<file path="src/rtl/step_motor_sequencer_if.sv">
// Command and status bundle for the stepper sequencer. The master drives the
// move request and parameters; the slave (the sequencer) returns coil drives
// and move status.
interface step_motor_sequencer_if #(
    parameter int PERIOD_W = 16,
    parameter int COUNT_W  = 16
);
    logic                start;
    logic                stop;
    logic                dir;
    logic                half_step;
    logic [PERIOD_W-1:0] period;
    logic [COUNT_W-1:0]  steps;
    logic                hold_en;
    logic                AX;
    logic                AY;
    logic                BX;
    logic                BY;
    logic                busy;
    logic                done;
    logic                aborted;
    logic [COUNT_W-1:0]  position;

    modport master (
        output start, stop, dir, half_step, period, steps, hold_en,
        input  AX, AY, BX, BY, busy, done, aborted, position
    );

    modport slave (
        input  start, stop, dir, half_step, period, steps, hold_en,
        output AX, AY, BX, BY, busy, done, aborted, position
    );
endinterface

</file>
<file path="src/rtl/step_motor_sequencer.sv">
// Stepper motor phase sequencer. A start in IDLE latches direction, step mode,
// step period and step count, then issues one step every 'period' clocks
// until the count runs out or stop is seen. The 3-bit phase index walks an
// eight-entry half-step table; full-step mode snaps to the two-phase-on
// (odd) entries. Coil drives are registered and follow the index one clock
// later.
module step_motor_sequencer #(
    parameter int PERIOD_W = 16,
    parameter int COUNT_W  = 16
) (
    input  logic                   csi_MCLK_clk,
    input  logic                   rsi_MRST_reset_n,
    step_motor_sequencer_if.slave  bus
);

    typedef enum logic [1:0] {
        IDLE = 2'd0,
        RUN  = 2'd1,
        DONE = 2'd2
    } state_t;

    state_t              state;
    state_t              state_nxt;
    logic [2:0]          index;
    logic [2:0]          index_nxt;
    logic [2:0]          index_delta;
    logic [COUNT_W-1:0]  pos;
    logic [COUNT_W-1:0]  remaining;
    logic [PERIOD_W-1:0] div_cnt;
    logic [PERIOD_W-1:0] period_m1;
    logic                dir_q;
    logic                half_q;
    logic                aborted_q;
    logic [3:0]          coil_q;
    logic                accept;
    logic                step_tick;
    logic                last_step;

    // Phase table, {AX,AY,BX,BY}; odd entries are the two-phase-on positions.
    function automatic logic [3:0] phase_pattern(input logic [2:0] idx);
        logic [3:0] pat;
        case (idx)
            3'd0:    pat = 4'b1000;
            3'd1:    pat = 4'b1010;
            3'd2:    pat = 4'b0010;
            3'd3:    pat = 4'b0110;
            3'd4:    pat = 4'b0100;
            3'd5:    pat = 4'b0101;
            3'd6:    pat = 4'b0001;
            default: pat = 4'b1001;
        endcase
        return pat;
    endfunction

    assign accept    = (state == IDLE) && bus.start && !bus.stop;
    assign step_tick = (state == RUN) && (div_cnt == period_m1);
    assign last_step = step_tick && (remaining == COUNT_W'(1));

    // Index advance: +-1 in half-step, or onto the next odd entry in full-step.
    always_comb begin
        index_delta = 3'd1;
        if (!half_q && index[0]) begin
            index_delta = 3'd2;
        end
        index_nxt = dir_q ? (index + index_delta) : (index - index_delta);
    end

    // State register.
    always_ff @(posedge csi_MCLK_clk or negedge rsi_MRST_reset_n) begin
        if (!rsi_MRST_reset_n) begin
            state <= IDLE;
        end else begin
            state <= state_nxt;
        end
    end

    // Next-state logic: a zero-length move goes straight to DONE.
    always_comb begin
        state_nxt = state;
        case (state)
            IDLE: begin
                if (accept) begin
                    state_nxt = (bus.steps == '0) ? DONE : RUN;
                end
            end
            RUN: begin
                if (bus.stop || last_step) begin
                    state_nxt = DONE;
                end
            end
            DONE:    state_nxt = IDLE;
            default: state_nxt = IDLE;
        endcase
    end

    // Move datapath: parameter capture, period divider, index/position/count.
    always_ff @(posedge csi_MCLK_clk or negedge rsi_MRST_reset_n) begin
        if (!rsi_MRST_reset_n) begin
            dir_q     <= 1'b0;
            half_q    <= 1'b0;
            period_m1 <= '0;
            remaining <= '0;
            div_cnt   <= '0;
            index     <= 3'd0;
            pos       <= '0;
            aborted_q <= 1'b0;
        end else begin
            if (accept) begin
                dir_q     <= bus.dir;
                half_q    <= bus.half_step;
                period_m1 <= (bus.period == '0) ? '0 : (bus.period - PERIOD_W'(1));
                remaining <= bus.steps;
                div_cnt   <= '0;
                aborted_q <= 1'b0;
            end
            if (state == RUN) begin
                if (step_tick) begin
                    div_cnt   <= '0;
                    index     <= index_nxt;
                    pos       <= dir_q ? (pos + COUNT_W'(1)) : (pos - COUNT_W'(1));
                    remaining <= remaining - COUNT_W'(1);
                end else begin
                    div_cnt <= div_cnt + PERIOD_W'(1);
                end
                if (bus.stop && !last_step) begin
                    aborted_q <= 1'b1;
                end
            end
        end
    end

    // Registered coil drives; de-energised in IDLE unless holding is enabled.
    always_ff @(posedge csi_MCLK_clk or negedge rsi_MRST_reset_n) begin
        if (!rsi_MRST_reset_n) begin
            coil_q <= 4'b0000;
        end else if ((state == IDLE) && !bus.hold_en) begin
            coil_q <= 4'b0000;
        end else begin
            coil_q <= phase_pattern(index);
        end
    end

    assign bus.AX       = coil_q[3];
    assign bus.AY       = coil_q[2];
    assign bus.BX       = coil_q[1];
    assign bus.BY       = coil_q[0];
    assign bus.busy     = (state == RUN);
    assign bus.done     = (state == DONE);
    assign bus.aborted  = aborted_q;
    assign bus.position = pos;

endmodule

</file>
<file path="src/flat_wrapper.sv">
// flat-port wrapper written by rule: the top's interface ports become plain ports
module step_motor_sequencer_flat 
#(
    parameter int PERIOD_W = 16,
    parameter int COUNT_W  = 16
)
  (csi_MCLK_clk, rsi_MRST_reset_n, bus_start, bus_stop, bus_dir, bus_half_step, bus_period, bus_steps, bus_hold_en, bus_AX, bus_AY, bus_BX, bus_BY, bus_busy, bus_done, bus_aborted, bus_position);
  step_motor_sequencer_if #(.PERIOD_W(PERIOD_W), .COUNT_W(COUNT_W)) bus_i ();
  input  logic csi_MCLK_clk;
  input  logic rsi_MRST_reset_n;
  input wire logic [$bits(bus_i.start)-1:0] bus_start;
  input wire logic [$bits(bus_i.stop)-1:0] bus_stop;
  input wire logic [$bits(bus_i.dir)-1:0] bus_dir;
  input wire logic [$bits(bus_i.half_step)-1:0] bus_half_step;
  input wire logic [$bits(bus_i.period)-1:0] bus_period;
  input wire logic [$bits(bus_i.steps)-1:0] bus_steps;
  input wire logic [$bits(bus_i.hold_en)-1:0] bus_hold_en;
  output wire logic [$bits(bus_i.AX)-1:0] bus_AX;
  output wire logic [$bits(bus_i.AY)-1:0] bus_AY;
  output wire logic [$bits(bus_i.BX)-1:0] bus_BX;
  output wire logic [$bits(bus_i.BY)-1:0] bus_BY;
  output wire logic [$bits(bus_i.busy)-1:0] bus_busy;
  output wire logic [$bits(bus_i.done)-1:0] bus_done;
  output wire logic [$bits(bus_i.aborted)-1:0] bus_aborted;
  output wire logic [$bits(bus_i.position)-1:0] bus_position;
  assign bus_i.start = bus_start;
  assign bus_i.stop = bus_stop;
  assign bus_i.dir = bus_dir;
  assign bus_i.half_step = bus_half_step;
  assign bus_i.period = bus_period;
  assign bus_i.steps = bus_steps;
  assign bus_i.hold_en = bus_hold_en;
  assign bus_AX = bus_i.AX;
  assign bus_AY = bus_i.AY;
  assign bus_BX = bus_i.BX;
  assign bus_BY = bus_i.BY;
  assign bus_busy = bus_i.busy;
  assign bus_done = bus_i.done;
  assign bus_aborted = bus_i.aborted;
  assign bus_position = bus_i.position;
  step_motor_sequencer #(.PERIOD_W(PERIOD_W), .COUNT_W(COUNT_W)) u_core (.csi_MCLK_clk(csi_MCLK_clk), .rsi_MRST_reset_n(rsi_MRST_reset_n), .bus(bus_i));
endmodule
</file>
<file path="config.mk">
export PLATFORM = sky130hd
export DESIGN_NAME = step_motor_sequencer_flat
export DESIGN_NICKNAME = d
export VERILOG_FILES = /design/src/rtl/step_motor_sequencer_if.sv /design/src/rtl/step_motor_sequencer.sv /design/src/flat_wrapper.sv
export SDC_FILE = /design/constraint.sdc
export NUM_CORES = 1
export LEC_CHECK = 0
export CAP_MARGIN = 20
export CORE_ASPECT_RATIO = 0.9
export CORE_MARGIN = 3
export CORE_UTILIZATION = 45
export CTS_BUF_LIST = sky130_fd_sc_hd__clkbuf_2 sky130_fd_sc_hd__clkbuf_4 sky130_fd_sc_hd__clkbuf_8
export DETAILED_ROUTE_END_ITERATION = 8
export GPL_ROUTABILITY_DRIVEN = 0
export PLACE_DENSITY = 0.76
export SYNTH_ARGS = -nofsm -noshare
export SYNTH_HDL_FRONTEND = slang
export SYNTH_SLANG_ARGS = --single-unit
</file>
<file path="constraint.sdc">
create_clock -name csi_MCLK_clk -period 3.21 [get_ports csi_MCLK_clk]
set_input_delay 0.642 -clock csi_MCLK_clk [delete_from_list [all_inputs] [get_ports csi_MCLK_clk]]
set_output_delay 0.642 -clock csi_MCLK_clk [all_outputs]
set_load 0.03 [all_outputs]
</file>
=== Word-level counts from Yosys, hierarchy flattened ===
Cells that the tools add are included.

* Add/sub/neg operators: 7
* Equal/unequal tests: 12
* Multiplexer cells: 19
* Reduce and logical (&&, ||, !) cells: 19

{| class="wikitable"
|+ Operators by type and width
! cell !! count
|-
| 16-bit two-way mux || 8
|-
| 16-bit by 1-bit subtractor with 16-bit output, second input constant || 3
|-
| 16-bit by 1-bit adder with 16-bit output, second input constant || 2
|-
| 16-bit zero test || 2
|-
| 4-bit one-hot mux with 7 select lines || 1
|-
| 16-bit by 1-bit == test with 1-bit output, second input constant || 1
|-
| 16-bit == test || 1
|-
| 3-bit == test, second input constant || 3
|-
| 2-bit two-way mux || 4
|-
| 1-bit logical AND || 7
|-
| 3-bit by 2-bit == test with 1-bit output, second input constant || 2
|-
| 1-bit zero test || 4
|-
| 4-bit two-way mux || 1
|-
| 2-bit by 1-bit inequality test with 1-bit output, second input constant || 2
|-
| 2-bit one-hot mux with 2 select lines || 1
|-
| 2-bit AND reduction || 2
|-
| 3-bit by 2-bit adder with 3-bit output || 1
|-
| 3-bit by 1-bit == test with 1-bit output, second input constant || 1
|-
| 3-bit zero test || 1
|-
| 1-bit two-way mux || 3
|-
| 3-bit two-way mux || 1
|-
| 3-bit by 2-bit subtractor with 3-bit output || 1
|-
| 2-bit by 1-bit == test with 1-bit output, second input constant || 1
|-
| 2-bit == test, second input constant || 1
|-
| other kinds (3) || 3
|}

* Register bits: 76
* Input port bits: 39
* Output and inout bits: 23
* Logic and storage cells: 67

=== Longest topological paths before layout ===
Gate-level depths: netlist (run 1).

* Depth after elaboration: 7
* Mapped depth: 9
* Gate-level depth less buffers: 8

=== Worst setup path after synthesis (run 1) ===
Ideal clock, no wire load.

* Path kind: flip-flop to flip-flop
* From: register u_core.pos[0] (netlist: u_core.bus.position[0])
* To: register u_core.pos[14] (netlist: u_core.bus.position[14])
* Library setup time: 135 ps
* Arrival time: 2211 ps
* Data required time: 3075 ps
* Slack: 864 ps
* Stages on the path, launching flop included: 9
* Cells stage by stage: dfrtp_1 > inv_1 > fa_1 > nand2b_1 > a21oi_1 > nor3_1 > o31ai_1 > a311o_1 > o311ai_1

* Cells in the longest elaborated chain, start to end: 2
* Elaborated cells on any way between the ends: 3

{| class="wikitable"
|+ RTL lines
! item !! line !! text
|-
| from (decl) || step_motor_sequencer.sv:27 || <nowiki>logic [COUNT_W-1:0] pos;</nowiki>
|-
| from (signal assigned) || step_motor_sequencer.sv:120 || <nowiki>pos <= dir_q ? (pos + COUNT_W'(1)) : (pos - COUNT_W'(1));</nowiki>
|-
| 16-bit by 1-bit subtractor with 16-bit output or 16-bit by 1-bit adder with 16-bit output (tied branches) || step_motor_sequencer.sv:120 ||
|-
| 16-bit two-way mux (*) || step_motor_sequencer.sv:120 ||
|}

Mark *: on every way between the ends. The rest lies on a longest branch, timed or not.
A chain may end at the register's enable or synchronous reset.

=== Worst setup path after layout (run 1) ===
* From: register u_core.dir_q
* To: register u_core.pos[14] (netlist: u_core.bus.position[14])

* Cells in the longest elaborated chain, start to end: 1

{| class="wikitable"
|+ RTL lines
! item !! line !! text
|-
| from (decl) || step_motor_sequencer.sv:31 || <nowiki>logic dir_q;</nowiki>
|-
| from (signal assigned) || step_motor_sequencer.sv:109 || <nowiki>dir_q <= bus.dir;</nowiki>
|-
| 16-bit two-way mux || step_motor_sequencer.sv:120 ||
|}

No other way between the ends.

==> impl_metrics.tcl, run 1 <==
set metrics [dict create \
    wl_um 10990 \
    clk_latency_ns 0.35 \
    die_w_um 114.1 \
    finalCoreUtilization 0.5709 \
    synth-seq-cells 76 \
    place.detailed.instances 726 \
    synthesis.nets 608 \
    worst-endpoint-required_ns 3.43 \
    timing.final.crit_share 0.8421 \
    tns_ns 0 \
    initialDrtViolationCount 277 \
    core-area_um2 9955 \
    viasPerCell 5.674 \
    dr_total_vias 4210 \
    grt_max_degree 77 \
    post_route_cells_drive_above_1_share 0.06494 \
    max_cap_viol_count 0 \
    drt_pass1_iterations 4 \
    detail_route.wl_per_cell_um 14.81 \
    final_critical_path_setup_slack_ns 0.5070 \
    postCtsResizedCells 0 \
    io_buffers 61 \
    ys_async_sr_fraction 1.000 \
    antenna_cells 0 \
    timing.critical_path.arrival_ns 2.92 \
    finalNetCount 672 \
    syn_to_final_growth_pct 20.13 \
    row_count 34 \
    floorplan.initialDensity 0.4752 \
    rr_endpoint "u_core.bus.position[14]" \
    synth_cell_types 54 \
    grt_pass1_vias 3991 \
    cts.sink_count 76 \
    finClkSkew_ns 0.01400 \
    clock-root-buffer "sky130_fd_sc_hd__clkbuf_8" \
    hold_buffers 0 \
    crit_fanout 16 \
    report.final.slew_viol_count 0 \
    synthesis.instances 547 \
    htree_num_levels 3 \
    cts_setup_buffers 0 \
    maxSlewHeadroom 0.3370 \
    vdd_ir_drop_max_mv 0.2642 \
    detail_route.drc_violations 0 \
    yosys_warnings 0 \
    final_area_um2 5683 \
    place_ws_ns 0.3986 \
    final_instance_count_without_filler_cells 742 \
    dpl.hpwl_um 8071 \
    final-setup-viol-count 0 \
    crit-reg2reg-launch "u_core.dir_q" \
    grt_first_pass_wirelength_um 18350 \
    p_leak_nw 2.358 \
    cts_made_buffers 9 \
    end_kind "register" \
    placed_cell_area_um2 5484 \
    tritoncts "built" \
    yosysSeqAreaShare 0.4020 \
    final_hold_viol_count 0 \
    antenna_found_initial 0 \
    max_freq_mhz 370.0 \
    syn-mean-instance-area_um2 8.649 \
    cts.clk_slew.worst_paths_ns 0.09 \
    r2r_slack_ns 0.51 \
    r2r.worst_path.cells 8 \
    dieHeight_um 103.3 \
    io_pins 62 \
    syn_area_um2 4731 \
    grt_setup_unrepaired "no" \
    p_per_area_nw_per_um2 534.6 \
    die-area_um2 11780 \
    ant_nets 0 \
    status "complete, no violations" \
    grt_usage 0.1921 \
    num-fill-cells 873 \
    synth_enable_flop_cells 0 \
    min_period_ns 2.703 \
    hold_path.class "primary input to async pin" \
    clockBufferDepth 2 \
    grt-ovfl-total 0 \
    timing.setup.critical_path_class "register to register" \
    ys_dominant_reg_cell "sky130_fd_sc_hd__dfrtp_1" \
    startpoint_type "register" \
    tightest_slew_ns 0.9945 \
]
through the flow:
stage | hold slack [ns] | total power [mW]
global route | 0.4987 | 3.236
detailed placement | 0.4668 | 2.308
floorplan | 0.3464 | 1.984
CTS | 0.4756 | 3.056
finish | 0.4073 | 3.038
global placement | 0.4526 | 2.265
cell usage after synthesis, types with 6 or more instances:
master / number / share of area
sky130_fd_sc_hd__buf_2: 6 / 0.0063
sky130_fd_sc_hd__nor2_1: 47 / 0.037
sky130_fd_sc_hd__o21a_1: 6 / 0.0095
sky130_fd_sc_hd__o21ai_0: 47 / 0.050
sky130_fd_sc_hd__clkbuf_1: 9 / 0.0071
sky130_fd_sc_hd__xor2_1: 11 / 0.020
sky130_fd_sc_hd__ha_1: 20 / 0.053
sky130_fd_sc_hd__nor3_1: 22 / 0.023
sky130_fd_sc_hd__nand3_1: 17 / 0.018
sky130_fd_sc_hd__a21oi_1: 30 / 0.032
sky130_fd_sc_hd__o21bai_1: 6 / 0.0095
sky130_fd_sc_hd__or3_1: 7 / 0.0093
sky130_fd_sc_hd__inv_1: 22 / 0.017
sky130_fd_sc_hd__dfrtp_1: 76 / 0.40
sky130_fd_sc_hd__nor4_1: 12 / 0.016
sky130_fd_sc_hd__nand2_1: 78 / 0.062
sky130_fd_sc_hd__xnor2_1: 32 / 0.059
sky130_fd_sc_hd__nand4_1: 11 / 0.015
sky130_fd_sc_hd__a21o_1: 11 / 0.017
power by group:
part           total [mW]  switching [mW]  internal (mW)
Clock               0.742           0.381          0.362
Sequential           1.31           0.181           1.13
Combinational       0.988           0.549          0.439
cell type report:
| type | count | area (µm²) | share of cell area |
|---|---|---|---|
| sequential | 76 | 1902 | 0.3347 |
| timing repair buffer | 72 | 690.7 | 0.1215 |
| inverter | 23 | 86.33 | 0.01519 |
| clock inverter | 7 | 75.07 | 0.01321 |
| tap | 126 | 157.7 | 0.02774 |
| clock buffer | 9 | 123.9 | 0.02180 |
| multi-input combinational | 429 | 2648 | 0.4659 |
worst max-delay path, stage by stage, from the launching register on:
cell                       delay, ns
sky130_fd_sc_hd__dfrtp_1        0.44
sky130_fd_sc_hd__inv_1          0.31
sky130_fd_sc_hd__ha_1           0.47
sky130_fd_sc_hd__nand2b_1       0.11
sky130_fd_sc_hd__a21oi_1        0.25
sky130_fd_sc_hd__nor3_1         0.13
sky130_fd_sc_hd__o31ai_1        0.50
sky130_fd_sc_hd__a311o_1        0.27
sky130_fd_sc_hd__o311ai_1       0.09
state kept, by name (all words and copies together) (netlist names):
name                 flops
u_core.bus.position     16
u_core.coil_q            4
u_core.div_cnt          16
u_core.state             2
u_core.period_m1        16
u_core.half_q            1
u_core.dir_q             1
u_core.bus.aborted       1
u_core.remaining        16
u_core.index             3
metal layers:
metal	routed length (µm)	vias up	global-route usage
met4	191	0	0.06301
met3	575	13	0.04130
li1	-	2074	-
met5	0	-	0
met2	5253	114	0.3236
met1	4969	2009	0.2491
cell usage in the layout, fill, tap and decap left out, drive strengths merged, types with 14 or more instances in the layout:
cell type / count
nand3: 17
ha: 20
nor4: 14
nand2: 79
xnor2: 32
nor2: 47
o21ai: 48
dfrtp: 76
clkdlybuf4s50: 60
a21oi: 30
inv: 23
nor3: 22
worst max path at each step:
| stage | from | end | slack [ns] | cells after the start |
|---|---|---|---|---|
| finish | u_core.dir_q | u_core.bus.position[14] | 0.51 | 8 |
| global route | u_core.dir_q | u_core.bus.position[14] | 0.27 | 8 |
| CTS | u_core.dir_q | u_core.bus.position[9] | 0.50 | 8 |
| detailed placement | bus_period[10] | u_core.period_m1[7] | 0.40 | 7 |
| global placement | bus_period[10] | u_core.period_m1[7] | 0.45 | 7 |
| floorplan | u_core.bus.position[0] | u_core.bus.position[14] | 0.86 | 8 |
cells by family after synthesis:
logic type,Yosys count,share of synthesized area
AOI/OAI and AO/OA,139,0.1870
muxes,5,0.01111
xor gates and xnor gates,43,0.07961
and+or+nand+nor,220,0.2206
adders and majority gates,22,0.06136
buffers and inverters,42,0.03835
DFF,76,0.4020
(Power assumes the default switching activity.)
==> run 2: changes to the inputs <==
- PLACE_DENSITY: 0.76 -> 0.79
- clock period: 3.21 -> 2.2 ns (I/O delays scaled with it)
==> impl_metrics.tcl, run 2 (same netlist as run 1, synthesis figures left out) <==
set metrics [dict create \
    viasPerCell 5.776 \
    finalNetCount 743 \
    antenna_found_initial 0 \
    vdd_ir_drop_max_mv 0.4071 \
    finalPower_mw 5.299 \
    core-area_um2 9955 \
    hold_path.class "primary input to async pin" \
    io_pins 62 \
    dieHeight_um 103.3 \
    maxSlewHeadroom 0.5449 \
    report.final.slew_viol_count 0 \
    final_critical_path_setup_slack_ns -0.1127 \
    startpoint_type "register" \
    dpl.hpwl_um 9209 \
    clock-root-buffer "sky130_fd_sc_hd__clkbuf_8" \
    grt_max_degree 31 \
    worst-endpoint-required_ns 2.44 \
    die_w_um 114.1 \
    grt_usage 0.2136 \
    final_hold_viol_count 0 \
    drt_pass1_iterations 5 \
    most-common-layout-cells "77 x sky130_fd_sc_hd__nand2_1, 74 x sky130_fd_sc_hd__buf_4, 69 x sky130_fd_sc_hd__dfrtp_1, 59 x sky130_fd_sc_hd__clkdlybuf4s50_1, 44 x sky130_fd_sc_hd__nor2_1" \
    htree_num_levels 3 \
    tns_ns -0.2203 \
    floorplan.initialDensity 0.4752 \
    tritoncts "built" \
    r2r.worst_path.cells 10 \
    finalCoreUtilization 0.6649 \
    hold_buffers 0 \
    max_freq_mhz 432.4 \
    finClkSkew_ns 0.01014 \
    grt_setup_unrepaired "yes" \
    layout_commonest_cell "sky130_fd_sc_hd__nand2_1" \
    cts.sink_count 76 \
    min_period_ns 2.313 \
    p_leak_nw 2.797 \
    max_cap_viol_count 0 \
    clk_latency_ns 0.36 \
    crit_fanout 6 \
    p_per_area_nw_per_um2 800.6 \
    tightest_slew_ns 0.6827 \
    initialDrtViolationCount 421 \
    syn_to_final_growth_pct 39.91 \
    cts.clk_slew.worst_paths_ns 0.08 \
    timing.setup.critical_path_class "register to register" \
    timing.final.crit_share 1.051 \
    wl_um 13210 \
    ant_nets 0 \
    timing.critical_path.arrival_ns 2.55 \
    grt_pass1_vias 4300 \
    violations "setup timing" \
    antenna_cells 0 \
    final_instance_count_without_filler_cells 812 \
    grt_first_pass_wirelength_um 20470 \
    io_buffers 61 \
    clockBufferDepth 2 \
    grt-ovfl-total 0 \
    status "complete, but fails checks" \
    detail_route.drc_violations 0 \
    place.detailed.instances 789 \
    post_route_cells_drive_above_1_share 0.2245 \
    end_kind "register" \
    final-setup-viol-count 3 \
    dr_total_vias 4690 \
    cts_made_buffers 9 \
    detail_route.wl_per_cell_um 16.27 \
    row_count 34 \
    die-area_um2 11780 \
]
[run 2: timing repair]
| item | 4_1_cts | 5_1_grt |
|---|---|---|
| pin swaps | 5 | 19 |
| gates cloned | 1 | 0 |
| setup endpoints to repair | 8 | 42 |
| setup buffers | 1 | 7 |
| resized for setup | 12 | 47 |
[run 2: routing by layer]
layer,vias up,track usage,part of all wire
li1,2214,-,-
met1,2253,0.2850,0.43
met2,176,0.3537,0.49
met3,47,0.04247,0.060
met4,0,0.06849,0.029
met5,-,0,0
[run 2: power by group]
part	leakage, nW	internal (mW)	total [mW]	switching [mW]
Clock	0.130	0.873	1.40	0.523
Sequential	0.968	1.65	1.92	0.272
Combinational	1.70	0.958	1.98	1.03
[run 2: worst paths after layout]
check                      slack (ns)                      to             start
max reg2reg                     -0.11  u_core.bus.position[9]      u_core.dir_q
min reg2reg                      0.49           u_core.half_q     u_core.half_q
max in group asynchronous        1.49            u_core.dir_q  rsi_MRST_reset_n
min in group csi_MCLK_clk        0.49           u_core.half_q     u_core.half_q
min                              0.11     u_core.remaining[2]  rsi_MRST_reset_n
max                             -0.11  u_core.bus.position[9]      u_core.dir_q
[run 2: per-stage QoR]
stage / instance area [µm²] / hold slack [ns] / setup WS (ns)
after floorplan: 4738 / 0.1444 / -0.04019
after global placement: 6000 / 0.4547 / -0.1031
after detailed placement: 6000 / 0.4695 / -0.1398
after CTS: 6351 / 0.1255 / -0.03512
after global routing: 6619 / 0.1486 / -0.1805
final: 6619 / 0.1067 / -0.1127
[run 2: critical path: stages, from the launching register on]
cell and delay, ns:
sky130_fd_sc_hd__dfrtp_2 0.44, sky130_fd_sc_hd__clkinvlp_4 0.15, sky130_fd_sc_hd__buf_12 0.17, sky130_fd_sc_hd__ha_4 0.16, sky130_fd_sc_hd__buf_6 0.11, sky130_fd_sc_hd__a21oi_4 0.16, sky130_fd_sc_hd__nand2_2 0.07, sky130_fd_sc_hd__o21ai_1 0.27
sky130_fd_sc_hd__o21bai_1 0.16, sky130_fd_sc_hd__a21o_1 0.20, sky130_fd_sc_hd__a221o_1 0.30
[run 2: cell type report]
class | count | area [µm²]
clock buffer | 10 | 131.4
clock inverter | 5 | 125.1
fill | 770 | 3336
inverter | 23 | 90.09
multi-input combinational | 429 | 2923
sequential | 76 | 1911
tap | 126 | 157.7
timing repair buffer | 142 | 1274
timing repair inverter | 1 | 7.507
==> run 3: changes to the inputs <==
- REMOVE_ABC_BUFFERS: default -> 1
==> impl_metrics.tcl, run 3 (same netlist as run 1, synthesis figures left out) <==
set metrics [dict create \
    die_w_um 114.1 \
    p_sw_mw 1.779 \
    dr_total_vias 4620 \
    critical-path-top-cell-by-count "sky130_fd_sc_hd__buf_4" \
    drt_pass1_iterations 5 \
    p_seq_frac 0.387 \
    grt_pass1_vias 4493 \
    clk_latency_ns 0.36 \
    initialDrtViolationCount 323 \
    ant_nets 0 \
    startpoint_type "register" \
    r2r_slack_ns -0.009 \
    final_critical_path_setup_slack_ns -0.008688 \
    detail_route.drc_violations 0 \
    placed_cell_area_um2 5974 \
    max_cap_viol_count 0 \
    cp_cell_sequence "inv_4 > buf_4 > buf_4 > ha_4 > nand2_1 > nor3_1 > nor2_1 > a21oi_1 > mux2_4 > xnor2_1" \
    io_buffers 61 \
    crit_fanout 9 \
    grt_setup_unrepaired "yes" \
    wl_um 12980 \
    cts.clk_slew.worst_paths_ns 0.10 \
    p_per_area_nw_per_um2 773.9 \
    p_leak_nw 2.726 \
    clock-root-buffer "sky130_fd_sc_hd__clkbuf_8" \
    grt_max_degree 46 \
    pwr-share-clk 0.248 \
    cts_made_buffers 9 \
    antenna_found_initial 0 \
    final_hold_viol_count 0 \
    num-fill-cells 829 \
    vdd_ir_drop_max_mv 0.3566 \
    final-setup-viol-count 1 \
    grt_usage 0.2175 \
    grt-ovfl-total 0 \
    row_count 34 \
    violations "setup timing" \
    worst-endpoint-required_ns 2.45 \
    finalHoldWorstSlack_ns 0.06622 \
    die-area_um2 11780 \
    dpl.hpwl_um 9504 \
    final_area_um2 6376 \
    finClkSkew_ns 0.01619 \
    viasPerCell 5.725 \
    timing.final.crit_share 1.004 \
    slowest_delay_ns 0.43 \
    layout_commonest_cell "sky130_fd_sc_hd__nand2_1" \
    tightest_slew_ns 0.5973 \
    floorplan.initialDensity 0.4752 \
    combinational_share_of_power 0.365 \
    cts.sink_count 76 \
    end_kind "register" \
    detail_route.wl_per_cell_um 16.08 \
    min_period_ns 2.209 \
    clockBufferDepth 2 \
    timing.critical_path.arrival_ns 2.46 \
    total_area_of_multi_input_combinational_cells_um2 2796 \
    timing.setup.critical_path_class "register to register" \
    finalNetCount 737 \
    timing.critical_path.slowest_stage_cell "sky130_fd_sc_hd__dfrtp_2" \
    htree_num_levels 3 \
    dieHeight_um 103.3 \
    maxSlewHeadroom 0.6018 \
    max_freq_mhz 452.8 \
    seq_area_um2 1904 \
    tritoncts "built" \
    core-area_um2 9955 \
    syn_to_final_growth_pct 34.78 \
    antenna_cells 0 \
    p_sw_frac 0.3605 \
    grt_first_pass_wirelength_um 20770 \
    hold_path.class "primary input to async pin" \
    hold_buffers 0 \
    p_int_mw 3.156 \
    report.final.slew_viol_count 0 \
    post_route_cells_drive_above_1_share 0.1953 \
    io_pins 62 \
    status "complete, but fails checks" \
    most-common-layout-cells "77 x sky130_fd_sc_hd__nand2_1, 74 x sky130_fd_sc_hd__buf_4, 74 x sky130_fd_sc_hd__dfrtp_1, 59 x sky130_fd_sc_hd__clkdlybuf4s50_1, 45 x sky130_fd_sc_hd__nor2_1" \
]
## run 3: changes by cell type in the layout (fill, tap and decap cells not counted), sizes merged
cell      change
clkinvlp      -1
bufinv        -2
clkinv        +1
inv           +3
clkbuf        -1
buf           -5
## run 3: path summary, 6_finish.rpt
kind                                  startpoint                       to  cells after the start
worst max-delay path                u_core.dir_q  u_core.bus.position[15]                     10
worst min-delay path            rsi_MRST_reset_n   u_core.bus.position[5]                      1
worst max register to register      u_core.dir_q  u_core.bus.position[15]                     10
worst min register to register     u_core.half_q            u_core.half_q                      2
max in group asynchronous       rsi_MRST_reset_n       u_core.div_cnt[11]                      2
min in group csi_MCLK_clk          u_core.half_q            u_core.half_q                      2
## run 3: final cells by class
class | count | share of cell area
Multi-Input combinational cell | 429 | 0.4386
Sequential cell | 76 | 0.2987
Timing Repair Buffer | 137 | 0.1892
Tap cell | 126 | 0.02473
Clock buffer | 9 | 0.01943
Clock inverter | 7 | 0.01550
Inverter | 23 | 0.01393
## run 3: power groups by stage
stage	Combinational, mW	Clock, mW	Sequential (mW)
floorplan	0.942	0	1.94
global placement	1.60	0	1.90
detailed placement	1.68	0	1.92
CTS	1.69	1.24	1.90
global route	1.98	1.31	1.94
finish	1.80	1.22	1.91
## run 3: per-stage QoR
stage / instances / power (mW) / TNS, ns / util / setup slack [ns]
4_1_cts: 804 / 4.826 / -0.1159 / 0.6236 / -0.06725
2_1_floorplan: 528 / 2.879 / -3.062 / - / -0.3203
3_3_place_gp: 788 / 3.501 / -2.003 / 0.6002 / -0.1379
3_5_place_dp: 788 / 3.598 / -5.387 / 0.6002 / -0.3220
6_report: 807 / 4.934 / -0.008688 / 0.6405 / -0.008688
5_1_grt: 807 / 5.235 / -0.1840 / 0.6405 / -0.09202
## run 3: per-layer routing
layer	up-vias	wire length [µm]	global-route usage
met2	169	6177	0.3645
met5	-	0	0
met4	0	522	0.09772
met3	48	639	0.02443
li1	2215	-	-
met1	2188	5638	0.2869
## run 3: what timing repair did
item | CTS | global route
setup buffers | 0 | 3
pin swaps | 1 | 4
endpoints found under the setup margin | 8 | 39
resized for setup | 7 | 29
## run 3: worst max-delay path: cells and delay by family, from the launching register on
kind / cells / cell delay (ns)
buffers and inverters: 3 / 0.39
muxes: 1 / 0.33
xor gates and xnor gates: 1 / 0.13
DFF: 1 / 0.43
AOI/OAI and AO/OA: 1 / 0.17
and+or+nand+nor: 3 / 0.37
adders and majority gates: 1 / 0.30
